<file path="src/rtl/bcd2bin_serial.sv">
// -----------------------------------------------------------------------------
// bcd2bin_serial
//
// Sequential packed-BCD to binary converter using reverse double-dabble.
// It performs one iteration per clock: the {bcd, bin} pair is shifted right
// by one bit, then every BCD digit of the shifted value that is >= 8 has 3
// subtracted. After BIN_W iterations the binary register holds the result and
// the BCD register has drained to zero. This is the inverse of the
// combinational binary-to-BCD block. It is used to turn packed BCD time/date
// fields back into binary counter values.
//
// Parameters
//   DIGITS  number of packed BCD digits on bcd_in (>= 1)
//   BIN_W   result width and iteration count; 2**BIN_W must exceed
//           10**DIGITS - 1 (7 for two digits, 14 for four digits)
//
// Ports
//   clk      rising-edge clock
//   rst      synchronous active-high reset; aborts any conversion in flight
//   start    conversion request, accepted only while ready is high
//   bcd_in   packed BCD operand, digit 0 in [3:0]; sampled on the accepting edge
//   ready    high while idle (decoded from state)
//   valid    one-cycle pulse marking an update of bin_out / err
//   bin_out  converted binary value, held until the next valid
//   err      set with valid when any input nibble was above 9 (bin_out is 0)
// -----------------------------------------------------------------------------
module bcd2bin_serial #(
    parameter int DIGITS = 2,
    parameter int BIN_W  = 7
) (
    input  logic                  clk,
    input  logic                  rst,
    input  logic                  start,
    input  logic [4*DIGITS-1:0]   bcd_in,
    output logic                  ready,
    output logic                  valid,
    output logic [BIN_W-1:0]      bin_out,
    output logic                  err
);

    localparam int BCD_W = 4 * DIGITS;
    localparam int CNT_W = (BIN_W > 1) ? $clog2(BIN_W) : 1;
    localparam logic [CNT_W-1:0] LAST_CNT = CNT_W'(BIN_W - 1);

    typedef enum logic {
        IDLE = 1'b0,
        CONV = 1'b1
    } state_t;

    state_t state;
    state_t state_nxt;

    logic [BCD_W-1:0]        bcd_r;
    logic [BIN_W-1:0]        bin_r;
    logic [CNT_W-1:0]        cnt;
    logic                    err_pend;

    logic [BCD_W+BIN_W-1:0]  pair_shift;
    logic [BCD_W-1:0]        bcd_shift;
    logic [BCD_W-1:0]        bcd_corr;
    logic [BIN_W-1:0]        bin_shift;
    logic                    accept;
    logic                    last_iter;

    // Undo one step of the forward "add 3 if >= 5": a digit whose MSB was
    // just filled by the neighbour's LSB is worth 5 there, not 8.
    // Four-bit modulo arithmetic, so 8..15 map to 5..12.
    function automatic logic [3:0] dabble_down(input logic [3:0] d);
        logic [3:0] r;
        r = d;
        if (d >= 4'd8) begin
            r = d - 4'd3;
        end
        return r;
    endfunction

    function automatic logic [BCD_W-1:0] correct_digits(input logic [BCD_W-1:0] v);
        logic [BCD_W-1:0] r;
        r = v;
        for (int i = 0; i < DIGITS; i++) begin
            r[4*i +: 4] = dabble_down(v[4*i +: 4]);
        end
        return r;
    endfunction

    function automatic logic any_bad_digit(input logic [BCD_W-1:0] v);
        logic bad;
        bad = 1'b0;
        for (int i = 0; i < DIGITS; i++) begin
            if (v[4*i +: 4] > 4'd9) begin
                bad = 1'b1;
            end
        end
        return bad;
    endfunction

    // One reverse double-dabble iteration: the BCD LSB drops into the binary
    // MSB, then the shifted BCD digits are corrected combinationally.
    assign pair_shift = {bcd_r, bin_r} >> 1;
    assign bcd_shift  = pair_shift[BCD_W+BIN_W-1:BIN_W];
    assign bin_shift  = pair_shift[BIN_W-1:0];
    assign bcd_corr   = correct_digits(bcd_shift);

    assign accept    = (state == IDLE) && start;
    assign last_iter = (state == CONV) && (cnt == LAST_CNT);

    // State register
    always_ff @(posedge clk) begin
        if (rst) begin
            state <= IDLE;
        end else begin
            state <= state_nxt;
        end
    end

    // Next-state logic
    always_comb begin
        state_nxt = state;
        case (state)
            IDLE: begin
                if (start) begin
                    state_nxt = CONV;
                end
            end
            CONV: begin
                if (cnt == LAST_CNT) begin
                    state_nxt = IDLE;
                end
            end
            default: state_nxt = IDLE;
        endcase
    end

    // Output decode
    always_comb begin
        ready = (state == IDLE);
    end

    // Iteration datapath and result registers
    always_ff @(posedge clk) begin
        if (rst) begin
            bcd_r    <= '0;
            bin_r    <= '0;
            cnt      <= '0;
            err_pend <= 1'b0;
            bin_out  <= '0;
            err      <= 1'b0;
            valid    <= 1'b0;
        end else begin
            valid <= 1'b0;
            if (accept) begin
                bcd_r    <= bcd_in;
                bin_r    <= '0;
                cnt      <= '0;
                err_pend <= any_bad_digit(bcd_in);
            end else if (state == CONV) begin
                bcd_r <= bcd_corr;
                bin_r <= bin_shift;
                cnt   <= cnt + 1'b1;
                // The final shift completes the result; publish it directly
                // from the shifted value rather than waiting a cycle.
                if (last_iter) begin
                    bin_out <= err_pend ? '0 : bin_shift;
                    err     <= err_pend;
                    valid   <= 1'b1;
                end
            end
        end
    end

endmodule

</file>
<file path="config.mk">
export PLATFORM = sky130hd
export DESIGN_NAME = bcd2bin_serial
export DESIGN_NICKNAME = d
export VERILOG_FILES = /design/src/rtl/bcd2bin_serial.sv
export SDC_FILE = /design/constraint.sdc
export NUM_CORES = 1
export LEC_CHECK = 0
export BUFFER_PORTS_ARGS = -buffer_cell sky130_fd_sc_hd__buf_4
export CORE_MARGIN = 8
export CORE_UTILIZATION = 40
export CTS_BUF_LIST = sky130_fd_sc_hd__clkbuf_4
export DETAILED_ROUTE_END_ITERATION = 10
export SLEW_MARGIN = 10
export SYNTH_ARGS = -nofsm -noshare
export SYNTH_HDL_FRONTEND = slang
export SYNTH_SLANG_ARGS = --single-unit
</file>
<file path="constraint.sdc">
create_clock -name clk -period 1.4 [get_ports clk]
set_input_delay 0.14 -clock clk [delete_from_list [all_inputs] [get_ports clk]]
set_output_delay 0.14 -clock clk [all_outputs]
set_load 0.01 [all_outputs]
</file>
==> metrics.log <==
INFO  metric status = complete, no violations
INFO  metric report.final.hold_viol_count = 0
INFO  metric drive_above_1_share = 28.1%
INFO  metric most-common-layout-cells = sky130_fd_sc_hd__dfxtp_1 (27), sky130_fd_sc_hd__buf_4 (25), sky130_fd_sc_hd__nor2_1 (13)
INFO  metric grt_max_degree = 17
INFO  metric hold_path.class = primary input to register
INFO  metric syn2layout_area_growth = 20.0%
INFO  metric power_density = approximately 1100 mW/mm²
INFO  metric globalplace.congestion = 0.704
INFO  metric setup_violations = 0
INFO  metric ff_latch_area = approximately 560 µm²
INFO  metric total_clock_sinks = 28
INFO  metric cp_data_arrival_time = ~1200 ps
INFO  metric drcViolationCount = 0
INFO  metric grt_pass1_wl = 3820 µm
INFO  metric antenna_viol_nets_final = 0
INFO  metric synth_flop_cell = sky130_fd_sc_hd__dfxtp_1
INFO  metric routed_wirelength = 2200 µm
INFO  metric std_cell_rows = 19
INFO  metric crit_slowest_cell = sky130_fd_sc_hd__dfxtp_4
INFO  metric synth.area.top_cells = sky130_fd_sc_hd__dfxtp_1 (48%), sky130_fd_sc_hd__mux2i_1 (8.6%), sky130_fd_sc_hd__a22o_1 (6.0%)
INFO  metric clock_insertion_delay_worst_skew = ~330 ps
INFO  metric path_clk_slew = 160 ps
INFO  metric leakagePower = 0.599 nW
INFO  metric netlist.top_cell.by_area = sky130_fd_sc_hd__dfxtp_1
INFO  metric max-clock-path-buffers = 2
INFO  metric synth.cell_area = 0.00117 mm²
INFO  metric initial_utilization = a little over two fifths
INFO  metric slew-limit-headroom = 78.6%
INFO  metric tightest_pin_transition = 321 ps
INFO  metric setup_total_negative_slack = 0 ps
INFO  metric cap_violations = 0
INFO  metric timing.fmax = about 760 MHz
INFO  metric tritoncts = done
INFO  metric worst-path-max-fanout = 9
INFO  metric nets = 151
INFO  metric synth_async_sr_flop_share = 0%
INFO  metric grt_overflow = 0
INFO  metric post_synth_edffs = 0
INFO  metric timing_worst_setup_path_type = register to output port
INFO  metric n_fill_cell = 253
INFO  metric cp_slowest_stage_delay = about 400 ps
INFO  metric drt_iter0_markers = 34
INFO  metric drt-wirelength-per-cell = around 13 µm
INFO  metric vdd_drop_max = 0.612 mV
INFO  metric diodes = 0
INFO  metric stdcell_count = between 150 and 200
INFO  metric seq_area_frac_synth = 47.9%
INFO  metric final_common_cell = sky130_fd_sc_hd__dfxtp_1
INFO  metric core_area = 0.00276 mm²
INFO  metric dieArea = 0.00491 mm²
INFO  metric io_buffer_count = 20
INFO  metric post_cts_hold_buffer_count = 0
INFO  metric first_pass_iters = 4
INFO  metric cpMostUsedCell = sky130_fd_sc_hd__buf_4
INFO  metric post-route-worst-setup-slack = 82.7 ps
INFO  metric nature_of_the_critical_path_endpoint = output port
INFO  metric grt_setup_unrepaired = no
INFO  metric ctsHtreeMaxLevel = 1
INFO  metric dieWidth = 70.1 µm
INFO  metric share_of_the_synthesized_area_in_the_top_cell_type = a little under half
INFO  metric vias = 834
INFO  metric synth.distinct_cells = 30
INFO  metric cts_setup_buffers = 0
INFO  metric worstSetupStartpointType = register
INFO  metric place_hpwl = 1650 µm
INFO  metric yosys_warnings = 0
INFO  metric synth_cells = approximately 110
INFO  metric multi_input_comb_area = 546 µm²
INFO  metric worstPathCellList = buf_4, inv_2, buf_4
INFO  metric cp.buffers_inverters = 3
INFO  metric critPathTopFamily = buffers and inverters
INFO  metric placed_cell_count = approximately 160
INFO  metric syn-num-nets = 126
INFO  metric postSynthRegisterBits = 28
INFO  metric io_pins = 21
INFO  metric timing.clock.skew = between 9 and 10 ps
INFO  metric cts-buffers-inserted = 3
INFO  metric reg2reg_slack = 160 ps
INFO  metric number_of_global_route_vias_before_repair = approximately 850
INFO  metric final_critical_path_share_of_the_clock_period = 94.1%
INFO  metric grt.total_usage = 9.08%
INFO  metric fin_hold_ws = 92.9 ps
INFO  metric finalWorstPathRequiredPeriod = 1320 ps
INFO  metric drv_slew = 0
INFO  metric timing.critical_path.required = 1260 ps
INFO  metric grt_antenna_before_repair = 0
INFO  metric detailedPlace.worstSlack = ~170 ps
INFO  metric clock_tree.root_cell = sky130_fd_sc_hd__clkbuf_4
INFO  metric viasPerCell = 5.02
INFO  metric synth.avg_cell_area = 10.5 µm²
INFO  metric die-height = 70.1 µm
==> registers in the layout, indices dropped and copies added, names as in the netlist <==
signal	cells
valid	1
bcd_r	8
err	1
err_pend	1
cnt	3
bin_out	7
bin_r	6
state	1
==> cell families after synthesis <==
| group | after synthesis | share of synthesized area, % |
|---|---|---|
| AND/OR/NAND/NOR | 29 | 11.4 |
| flip-flops | 28 | 47.9 |
| AO/OA/AOI/OAI | 24 | 16.5 |
| multiplexers | 13 | 11.4 |
| buffers and inverters | 9 | 5.45 |
| XOR/XNOR | 4 | 3.00 |
| adder cells (fa/ha/maj) | 4 | 4.28 |
==> worst paths after layout <==
kind                                       startpoint                       to  cells past startpoint
worst max-delay path                 state$_SDFF_PP0_                    ready                      3
worst min register to register  bcd_r[6]$_SDFFE_PP0P_    bcd_r[5]$_SDFFE_PP0P_                      2
worst min-delay path                              rst    bcd_r[0]$_SDFFE_PP0P_                      2
worst max register to register    cnt[0]$_SDFFE_PP0P_  bin_out[4]$_SDFFE_PP0P_                      5
==> routing by layer <==
metal  vias to the layer above  global-route usage, %  routed length [µm]
met3                         2                   2.82                  89
met1                       390                   9.94                 992
met2                         7                   16.2                1100
met5                         -                      0                   0
li1                        435                      -                   -
met4                         0                   2.68                  14
==> repair_timing <==
action,in CTS,in global routing
endpoints found under the hold margin,0,0
endpoints found under the setup margin,1,1
gates resized for setup,1,1
==> report_power, final <==
group          internal (W)  switching, W  total [W]
clock network      0.000289      0.000239   0.000528
logic             0.0000859     0.0000795   0.000165
registers          0.000823     0.0000267   0.000849
total               0.00120      0.000345    0.00154
==> synth_stat cells, drive strengths merged, types with 3 or more instances <==
cell type / number
a211oi: 4
a21oi: 4
a22o: 8
buf: 4
dfxtp: 28
ha: 4
inv: 4
mux2: 3
mux2i: 10
nand2: 10
nor2: 13
==> cell type report <==
| type | instances | share of cell area (%) |
|---|---|---|
| clock buffer | 3 | 1.60 |
| clock inverter | 1 | 2.14 |
| sequential | 28 | 40.2 |
| tap | 31 | 2.76 |
| multi-input combinational | 74 | 38.9 |
| inverter | 4 | 1.07 |
| timing repair buffer | 25 | 13.4 |
==> metrics by stage <==
| stage | utilization, % | cell area (µm²) | power, W |
|---|---|---|---|
| 2_1_floorplan | - | 1170 | 0.000982 |
| 3_3_place_gp | 48.9 | 1350 | 0.00103 |
| 3_5_place_dp | 48.9 | 1350 | 0.00103 |
| 4_1_cts | 50.8 | 1400 | 0.00155 |
| 5_1_grt | 50.9 | 1400 | 0.00161 |
| 6_report | 50.9 | 1400 | 0.00154 |
No activity file was read; power rests on OpenSTA's default activity.
